`src/rtl/smi_ctrl_if.sv`:
```
// SMI byte bus, frame-buffer write port and swap handshake between the Pi side and smi_ctrl.
interface smi_ctrl_if #(parameter int ADDR_W = 12);
    logic [7:0]        smi_in;
    logic              write;
    logic              read;
    logic [7:0]        smi_out;
    logic              fb_we;
    logic [ADDR_W-1:0] fb_addr;
    logic [7:0]        fb_wdata;
    logic              swap_req;
    logic              swap_ack;
    logic              err;

    modport master (
        output smi_in, write, read, swap_ack,
        input  smi_out, fb_we, fb_addr, fb_wdata, swap_req, err
    );

    modport slave (
        input  smi_in, write, read, swap_ack,
        output smi_out, fb_we, fb_addr, fb_wdata, swap_req, err
    );
endinterface

```
`src/rtl/smi_ctrl.sv`:
```
// Byte-stream command sequencer: frame-buffer writes, status readback, frame swap, stall timeout.
//
// state   | meaning
// IDLE    | waiting for a command byte
// ADDR_H  | expecting address high byte
// ADDR_L  | expecting address low byte
// LEN_H   | expecting length high byte
// LEN_L   | expecting length low byte
// DATA    | each write goes to the frame buffer
// RD_STAT | status byte on smi_out, waiting for read
// RD_CNT  | frame count on smi_out, waiting for read
module smi_ctrl #(
    parameter int ADDR_W  = 12,
    parameter int TIMEOUT = 65536
) (
    input logic       clk,
    input logic       reset_n,
    smi_ctrl_if.slave bus
);
    localparam int TW = $clog2(TIMEOUT);

    localparam logic [2:0] IDLE    = 3'd0;
    localparam logic [2:0] ADDR_H  = 3'd1;
    localparam logic [2:0] ADDR_L  = 3'd2;
    localparam logic [2:0] LEN_H   = 3'd3;
    localparam logic [2:0] LEN_L   = 3'd4;
    localparam logic [2:0] DATA    = 3'd5;
    localparam logic [2:0] RD_STAT = 3'd6;
    localparam logic [2:0] RD_CNT  = 3'd7;

    logic [2:0]        state, state_nxt;
    logic [7:0]        smi_out_q, fb_wdata_q, frame_cnt, addr_h, len_h;
    logic [ADDR_W-1:0] fb_addr_q, addr;
    logic [15:0]       rem;
    logic [TW-1:0]     tmo_cnt;
    logic              fb_we_q, swap_req_q, err_q;
    logic              err_set, err_clr, swap_set, ld_stat, ld_cnt, ld_zero, data_wr, tmo_hit;
    logic [15:0]       addr_full, len_full;

    assign addr_full = {addr_h, bus.smi_in};
    assign len_full  = {len_h, bus.smi_in};
    assign tmo_hit   = (state != IDLE) && !bus.write && !bus.read
                       && (tmo_cnt == TW'(TIMEOUT - 1));

    always_comb begin
        state_nxt = state;
        err_set   = bus.read & bus.write;
        err_clr   = 1'b0;
        swap_set  = 1'b0;
        ld_stat   = 1'b0;
        ld_cnt    = 1'b0;
        ld_zero   = 1'b0;
        data_wr   = 1'b0;
        if (bus.write) begin
            case (state)
                IDLE: begin
                    case (bus.smi_in)
                        8'h00: ;
                        8'h01: err_clr = 1'b1;
                        8'h40: state_nxt = ADDR_H;
                        8'h80: begin
                            state_nxt = RD_STAT;
                            ld_stat   = 1'b1;
                        end
                        8'hC0: begin
                            if (swap_req_q) err_set  = 1'b1;
                            else            swap_set = 1'b1;
                        end
                        default: err_set = 1'b1;
                    endcase
                end
                ADDR_H: state_nxt = ADDR_L;
                ADDR_L: state_nxt = LEN_H;
                LEN_H:  state_nxt = LEN_L;
                LEN_L:  state_nxt = (len_full == 16'd0) ? IDLE : DATA;
                DATA: begin
                    data_wr = 1'b1;
                    if (rem == 16'd1) state_nxt = IDLE;
                end
                default: begin
                    // a write while a readback is pending is a protocol error
                    err_set   = 1'b1;
                    state_nxt = IDLE;
                end
            endcase
        end else if (bus.read) begin
            case (state)
                RD_STAT: begin
                    ld_cnt    = 1'b1;
                    state_nxt = RD_CNT;
                end
                RD_CNT: begin
                    ld_zero   = 1'b1;
                    state_nxt = IDLE;
                end
                default: ;
            endcase
        end else if (tmo_hit) begin
            err_set   = 1'b1;
            state_nxt = IDLE;
        end
    end

    always_ff @(posedge clk or negedge reset_n) begin
        if (!reset_n) begin
            state      <= IDLE;
            smi_out_q  <= 8'h00;
            fb_we_q    <= 1'b0;
            fb_addr_q  <= '0;
            fb_wdata_q <= 8'h00;
            swap_req_q <= 1'b0;
            err_q      <= 1'b0;
            frame_cnt  <= 8'h00;
            tmo_cnt    <= '0;
            addr_h     <= 8'h00;
            len_h      <= 8'h00;
            addr       <= '0;
            rem        <= 16'd0;
        end else begin
            state   <= state_nxt;
            err_q   <= (err_q & ~err_clr) | err_set;
            fb_we_q <= data_wr;
            tmo_cnt <= (state == IDLE || bus.write || bus.read || tmo_hit) ? '0 : tmo_cnt + TW'(1);

            if (bus.write && state == ADDR_H) addr_h <= bus.smi_in;
            if (bus.write && state == ADDR_L) addr   <= addr_full[ADDR_W-1:0];
            if (bus.write && state == LEN_H)  len_h  <= bus.smi_in;
            if (bus.write && state == LEN_L)  rem    <= len_full;
            if (data_wr) begin
                fb_addr_q  <= addr;
                fb_wdata_q <= bus.smi_in;
                addr       <= addr + ADDR_W'(1);
                rem        <= rem - 16'd1;
            end

            // the ack path is independent of the command FSM
            if (bus.swap_ack && swap_req_q) begin
                swap_req_q <= 1'b0;
                frame_cnt  <= frame_cnt + 8'd1;
            end else if (swap_set) begin
                swap_req_q <= 1'b1;
            end

            if (ld_stat)      smi_out_q <= {swap_req_q, err_q, 3'b000, state};
            else if (ld_cnt)  smi_out_q <= frame_cnt;
            else if (ld_zero) smi_out_q <= 8'h00;
        end
    end

    assign bus.smi_out  = smi_out_q;
    assign bus.fb_we    = fb_we_q;
    assign bus.fb_addr  = fb_addr_q;
    assign bus.fb_wdata = fb_wdata_q;
    assign bus.swap_req = swap_req_q;
    assign bus.err      = err_q;
endmodule

```
`src/flat_wrapper.sv`:
```
// flat-port wrapper written by rule: the top's interface ports become plain ports
module smi_ctrl_flat 
#(
    parameter int ADDR_W  = 12,
    parameter int TIMEOUT = 65536
)
  (clk, reset_n, bus_smi_in, bus_write, bus_read, bus_swap_ack, bus_smi_out, bus_fb_we, bus_fb_addr, bus_fb_wdata, bus_swap_req, bus_err);
  smi_ctrl_if #(.ADDR_W(ADDR_W)) bus_i ();
  input logic clk;
  input logic reset_n;
  input wire logic [$bits(bus_i.smi_in)-1:0] bus_smi_in;
  input wire logic [$bits(bus_i.write)-1:0] bus_write;
  input wire logic [$bits(bus_i.read)-1:0] bus_read;
  input wire logic [$bits(bus_i.swap_ack)-1:0] bus_swap_ack;
  output wire logic [$bits(bus_i.smi_out)-1:0] bus_smi_out;
  output wire logic [$bits(bus_i.fb_we)-1:0] bus_fb_we;
  output wire logic [$bits(bus_i.fb_addr)-1:0] bus_fb_addr;
  output wire logic [$bits(bus_i.fb_wdata)-1:0] bus_fb_wdata;
  output wire logic [$bits(bus_i.swap_req)-1:0] bus_swap_req;
  output wire logic [$bits(bus_i.err)-1:0] bus_err;
  assign bus_i.smi_in = bus_smi_in;
  assign bus_i.write = bus_write;
  assign bus_i.read = bus_read;
  assign bus_i.swap_ack = bus_swap_ack;
  assign bus_smi_out = bus_i.smi_out;
  assign bus_fb_we = bus_i.fb_we;
  assign bus_fb_addr = bus_i.fb_addr;
  assign bus_fb_wdata = bus_i.fb_wdata;
  assign bus_swap_req = bus_i.swap_req;
  assign bus_err = bus_i.err;
  smi_ctrl #(.ADDR_W(ADDR_W), .TIMEOUT(TIMEOUT)) u_core (.clk(clk), .reset_n(reset_n), .bus(bus_i));
endmodule
```
`config.mk`:
```
export PLATFORM = sky130hd
export DESIGN_NAME = smi_ctrl_flat
export DESIGN_NICKNAME = d
export VERILOG_FILES = /design/src/rtl/smi_ctrl_if.sv /design/src/rtl/smi_ctrl.sv /design/src/flat_wrapper.sv
export SDC_FILE = /design/constraint.sdc
export NUM_CORES = 1
export LEC_CHECK = 0
export CELL_PAD_IN_SITES_DETAIL_PLACEMENT = 1
export CELL_PAD_IN_SITES_GLOBAL_PLACEMENT = 1
export CORE_MARGIN = 10
export CORE_UTILIZATION = 48
export DETAILED_ROUTE_END_ITERATION = 16
export PLACE_DENSITY = 0.93
export SLEW_MARGIN = 30
export SYNTH_ARGS = -nofsm -noshare
export SYNTH_HDL_FRONTEND = slang
export SYNTH_SLANG_ARGS = --single-unit
```
`constraint.sdc`:
```
create_clock -name clk -period 5.65 [get_ports clk]
set_clock_uncertainty 0.2 [all_clocks]
set_input_delay 1.13 -clock clk [delete_from_list [all_inputs] [get_ports clk]]
set_output_delay 1.13 -clock clk [all_outputs]
set_load 0.01 [all_outputs]
```
==> qor.txt, run 1 <==
Routed Antenna Nets = 0
PwrDens = 463 nW/um^2
Core Region = 9770 um^2
placed cells = 666
Achievable Freq = 266 MHz
share of cells above drive strength 1 = 0.0839
synth warn = 0
Worst setup EP type = flop
Nets = 562
ys async rst share = 1.00
internal power = 1550 uW
syn_nets = 529
postcts setup bufs = 0
Post-synth EDFFs = 0
Remaining Overflow, GRT = 0
I/O pin cnt = 44
Comb pwr share = 0.378
Peak VDD IR = 0.000201 V
global-route wire length before repair = 22800 um
port bufs = 43
Seq pwr share = 0.445
WL per Instance = 20.1 um
Min-Delay Path Class = flop to flop
hold buffer count at cts = 0
Synth Flop Type = dfrtp_1
Critical Path AT = 3.79 ns
CTS root buf = clkbuf_8
number of global-route vias before repair = 4414
Synth Register Bits = 98
crit path cell chain = clkdlybuf4s50_1, and3b_1, buf_4, nand2_1, buf_4, inv_2, o21ai_0, a21oi_1, a21oi_1
DRC = 0
Fin. Hold Viols = 0
placed cell area = 5350 um^2
dpl hpwl = 9380 um
CTS clock-pin slew for the worst setup and hold paths = 0.10 ns
Num CTS Buffers = 9
LEAKAGE = 0.00237 uW
clock tree buffer depth = 2
relative slew slack = 0.462
commonest non-fill, non-tap cells in the layout = 98 x dfrtp_1, 90 x nand2_1, 42 x clkdlybuf4s50_1
max-cap violations = 0
first-pass detailed-route iteration total = 5
post-layout min period = 3.76 ns
non-filler cells, final = 681
clk sinks = 98
via count = 4104
P_sw = 1010 uW
CTS-repair resized insts = 0
final setup violation count = 0
cells after synthesis = 511
gr usage total = 0.193
post-synth cell types = 56
sequential fraction of the synthesis area = 0.507
Mapped Area = 4830 um^2
Die Wd = 120 um
H-tree depth = 3
CP peak stage delay = 0.79 ns
vias per cell = 6.03
WL final = 13700 um
TNS Setup = 0 ns
diodes inserted = 0
unrepaired setup endpoints after global routing = no
launching element type of the critical path = input pin
Clk pwr share = 0.178
die area = 14500 um^2
die height = 120 um
syn avg cell area = 9.46 um^2
Final Cell Area = 5540 um^2
Worst Path Required = 5.68 ns
row count = 36
area delta synth->final = 14.7%
fillcell total = 1142
critical path class = input pin to flop
Clk Latency, worst-skew pair = 0.36 ns
largest net degree at the start of global routing = 55
flop2flop setup slack = 2.83 ns
status = finished, final reports clean
Initial Util = 0.495
fin. max-slew vios = 0
commonest non-fill, non-tap cell in the layout = dfrtp_1
CTS tree = built
Slew @ Worst Pin = 0.798 ns
Crit-path slowest cell = clkdlybuf4s50_1
DR iter-0 viols = 339
RePlAce Congestion = 0.863
Final period util = 0.665
maximum fanout along the worst path = 44
antenna violations before repair = 0
sw frac = 0.395
[layout make-up]
cell class	count	area, um^2	area share
flip-flops and latches	98	2450	0.442
multi-input cells	379	2240	0.404
clock buffers	9	124	0.0223
clock inverters	6	67.6	0.0122
well taps	133	166	0.0300
inverters	9	33.8	0.00609
repair buffers	47	458	0.0826
[synth_stat cells (3+ instances only)]
master | count | area share
a21oi_1 | 37 | 0.038
nand4_1 | 5 | 0.0065
nand3b_1 | 3 | 0.0047
ha_1 | 5 | 0.013
buf_2 | 10 | 0.010
o22ai_1 | 19 | 0.025
o211ai_1 | 3 | 0.0047
nand2_1 | 90 | 0.070
nor3_1 | 9 | 0.0093
mux2_2 | 15 | 0.035
nor4_2 | 3 | 0.0078
mux2i_1 | 8 | 0.017
nor3b_1 | 3 | 0.0047
nand3_1 | 31 | 0.032
nor2_1 | 35 | 0.027
nor4_1 | 4 | 0.0052
a22o_1 | 6 | 0.011
clkbuf_1 | 13 | 0.010
o21ai_0 | 26 | 0.027
nand2b_1 | 5 | 0.0065
inv_1 | 8 | 0.0062
or3_1 | 6 | 0.0078
dfrtp_1 | 98 | 0.51
and3_1 | 9 | 0.012
o21a_1 | 3 | 0.0047
xnor2_1 | 9 | 0.016
a2bb2oi_1 | 3 | 0.0054
xor2_1 | 10 | 0.018
[logic make-up after synthesis]
logic type | count (synthesis) | synth area share
compound gates | 111 | 0.139
xor+xnor | 19 | 0.0344
fa+ha+maj | 5 | 0.0129
buf+inv | 34 | 0.0290
flops | 98 | 0.507
mux | 23 | 0.0515
simple gates | 221 | 0.225
[power groups by stage]
stage / sequential, uW / combinational, uW / clock, uW
final: 1140 / 969 / 455
after CTS: 1130 / 977 / 464
after floorplan: 1100 / 620 / 0
after detailed placement: 1150 / 962 / 0
after global placement: 1120 / 894 / 0
after global routing: 1170 / 1070 / 491
[metal layers]
metal	vias up	routed length, um	track usage
li1	1868	-	-
met1	2121	5610	0.229
met2	99	7260	0.344
met3	16	615	0.0409
met4	0	200	0.0498
met5	-	0	0
[state kept, by name, summed over array words and instances (netlist names), 3 cells and up]
name                 flops
u_core.addr_h            4
u_core.frame_cnt         8
u_core.bus.smi_out       8
u_core.addr             12
u_core.len_h             8
u_core.bus.fb_wdata      8
u_core.state             3
u_core.tmo_cnt          16
u_core.rem              16
u_core.bus.fb_addr      12
[critical path, delay by kind of cell]
| kind | cells | cell delay, ns |
|---|---|---|
| buf+inv | 4 | 1.83 |
| compound gates | 3 | 0.49 |
| simple gates | 2 | 0.32 |
[per-stage QoR]
stage               setup slack, ns  total power (uW)  utilization  hold WS, ns
CTS                            1.94              2570        0.567        0.281
detailed placement             1.54              2110        0.548        0.266
global placement               1.69              2020        0.548        0.250
global route                   1.64              2740        0.567        0.299
finish                         1.89              2570        0.567        0.275
floorplan                      2.88              1720            -        0.233
[worst paths after layout]
| path | from | end | cells past startpoint |
|---|---|---|---|
| max | bus_write | u_core.addr[8] | 9 |
| min | u_core.tmo_cnt[0] | u_core.tmo_cnt[0] | 1 |
| max reg2reg | u_core.state[2] | u_core.addr[8] | 8 |
| min reg2reg | u_core.tmo_cnt[0] | u_core.tmo_cnt[0] | 1 |
| max in group asynchronous | reset_n | u_core.tmo_cnt[0] | 2 |
| min in group asynchronous | reset_n | u_core.rem[10] | 1 |
Note: power is estimated with default switching activity, not from simulation.
==> run 2, diff against run 1 <==
CORE_UTILIZATION = 40   (was 48)
PLACE_DENSITY = 0.83   (was 0.93)
clock period = 3.2 ns   (was 5.65 ns; I/O delays follow)
==> qor.txt, run 2 (synthesis results as in run 1) <==
max-cap violations = 0
area delta synth->final = 19.5%
RePlAce Congestion = 0.805
TNS Setup = 0 ns
Crit-path slowest cell = or3_1
Top Registers = u_core.rem x16, u_core.tmo_cnt x16
WL per Instance = 19.4 um
postcts setup bufs = 0
Overall Power = 4870 uW
gr usage total = 0.174
maximum fanout along the worst path = 9
placed cell area = 5480 um^2
fillcell total = 1371
CP peak stage delay = 0.59 ns
Fin. Hold Viols = 0
vias per cell = 5.70
Slew @ Worst Pin = 0.805 ns
Nets = 576
DR iter-0 viols = 293
CTS root buf = clkbuf_16
fin. max-slew vios = 0
Worst Path Required = 3.24 ns
critical path class = input pin to flop
unrepaired setup endpoints after global routing = no
commonest non-fill, non-tap cells in the layout = 98 x dfrtp_1, 90 x nand2_1, 42 x clkdlybuf4s50_1
LEAKAGE = 0.00250 uW
placed cells = 694
non-filler cells, final = 710
PwrDens = 842 nW/um^2
Clk Latency, worst-skew pair = 0.36 ns
share of cells above drive strength 1 = 0.108
post-layout min period = 2.51 ns
diodes inserted = 0
dpl hpwl = 9590 um
commonest non-fill, non-tap cell in the layout = dfrtp_1
relative slew slack = 0.462
row count = 40
I/O pin cnt = 44
port bufs = 43
H-tree depth = 3
clk sinks = 98
Num CTS Buffers = 9
die height = 130 um
antenna violations before repair = 0
Worst setup EP type = flop
Buf/Inv on CP = 1
CTS clock-pin slew for the worst setup and hold paths = 0.07 ns
first-pass detailed-route iteration total = 4
Remaining Overflow, GRT = 0
largest net degree at the start of global routing = 58
Final period util = 0.783
Reg area = 2450 um^2
delay-heaviest family, CP = simple AND/OR/NAND/NOR gates
Achievable Freq = 399 MHz
clock tree buffer depth = 2
launching element type of the critical path = input pin
Final Cell Area = 5780 um^2
CTS tree = built
Min-Delay Path Class = input pin to async pin
final setup violation count = 0
Die Wd = 130 um
hold buffer count at cts = 0
Critical Path AT = 2.55 ns
global-route wire length before repair = 23300 um
DRC = 0
via count = 4049
die area = 16900 um^2
crit path cell chain = clkdlybuf4s50_1, or3_1, o31ai_4, o21ai_1, mux2_2
WL final = 13800 um
WHS = 0.154 ns
status = finished, final reports clean
Peak VDD IR = 0.000404 V
number of global-route vias before repair = 4407
CTS-repair resized insts = 0
Routed Antenna Nets = 0
Multi-input gate area = 2240 um^2
Initial Util = 0.406
Core Region = 11900 um^2
-- run 2: where the power goes --
group	switching [uW]	total (uW)	internal, uW	leakage [uW]
combinational	942	1720	782	0.00109
sequential	397	2010	1620	0.00126
clock	497	1130	630	0.000154
-- run 2: final timing paths --
check	start	end	slack, ns	depth (start not counted)
worst max-delay path	bus_write	u_core.state[0]	0.69	5
max in group asynchronous	reset_n	u_core.bus.fb_addr[11]	1.93	2
min in group clk	u_core.tmo_cnt[0]	u_core.tmo_cnt[0]	0.27	1
worst min-delay path	reset_n	u_core.rem[12]	0.15	1
worst max register to register	u_core.rem[10]	u_core.state[0]	0.89	5
worst min register to register	u_core.tmo_cnt[0]	u_core.tmo_cnt[0]	0.27	1
-- run 2: area by class of cell --
cell class,instances,area share
clock buffers,10,0.0414
multi-input cells,379,0.388
inverters,9,0.00585
repair buffers,61,0.0974
flip-flops and latches,98,0.424
well taps,147,0.0318
clock inverters,6,0.0113
-- run 2: per-stage QoR --
step                setup slack (ns)  utilization
floorplan                      0.918            -
global placement               0.386        0.460
detailed placement             0.318        0.460
CTS                            0.696        0.485
global route                   0.569        0.485
finish                         0.694        0.485
-- run 2: metal layers --
| layer | vias to the layer above | wire length, um | track usage |
|---|---|---|---|
| met1 | 2070 | 5950 | 0.215 |
| met5 | - | 0 | 0 |
| li1 | 1895 | - | - |
| met3 | 13 | 595 | 0.0394 |
| met2 | 71 | 7080 | 0.299 |
| met4 | 0 | 161 | 0.0483 |
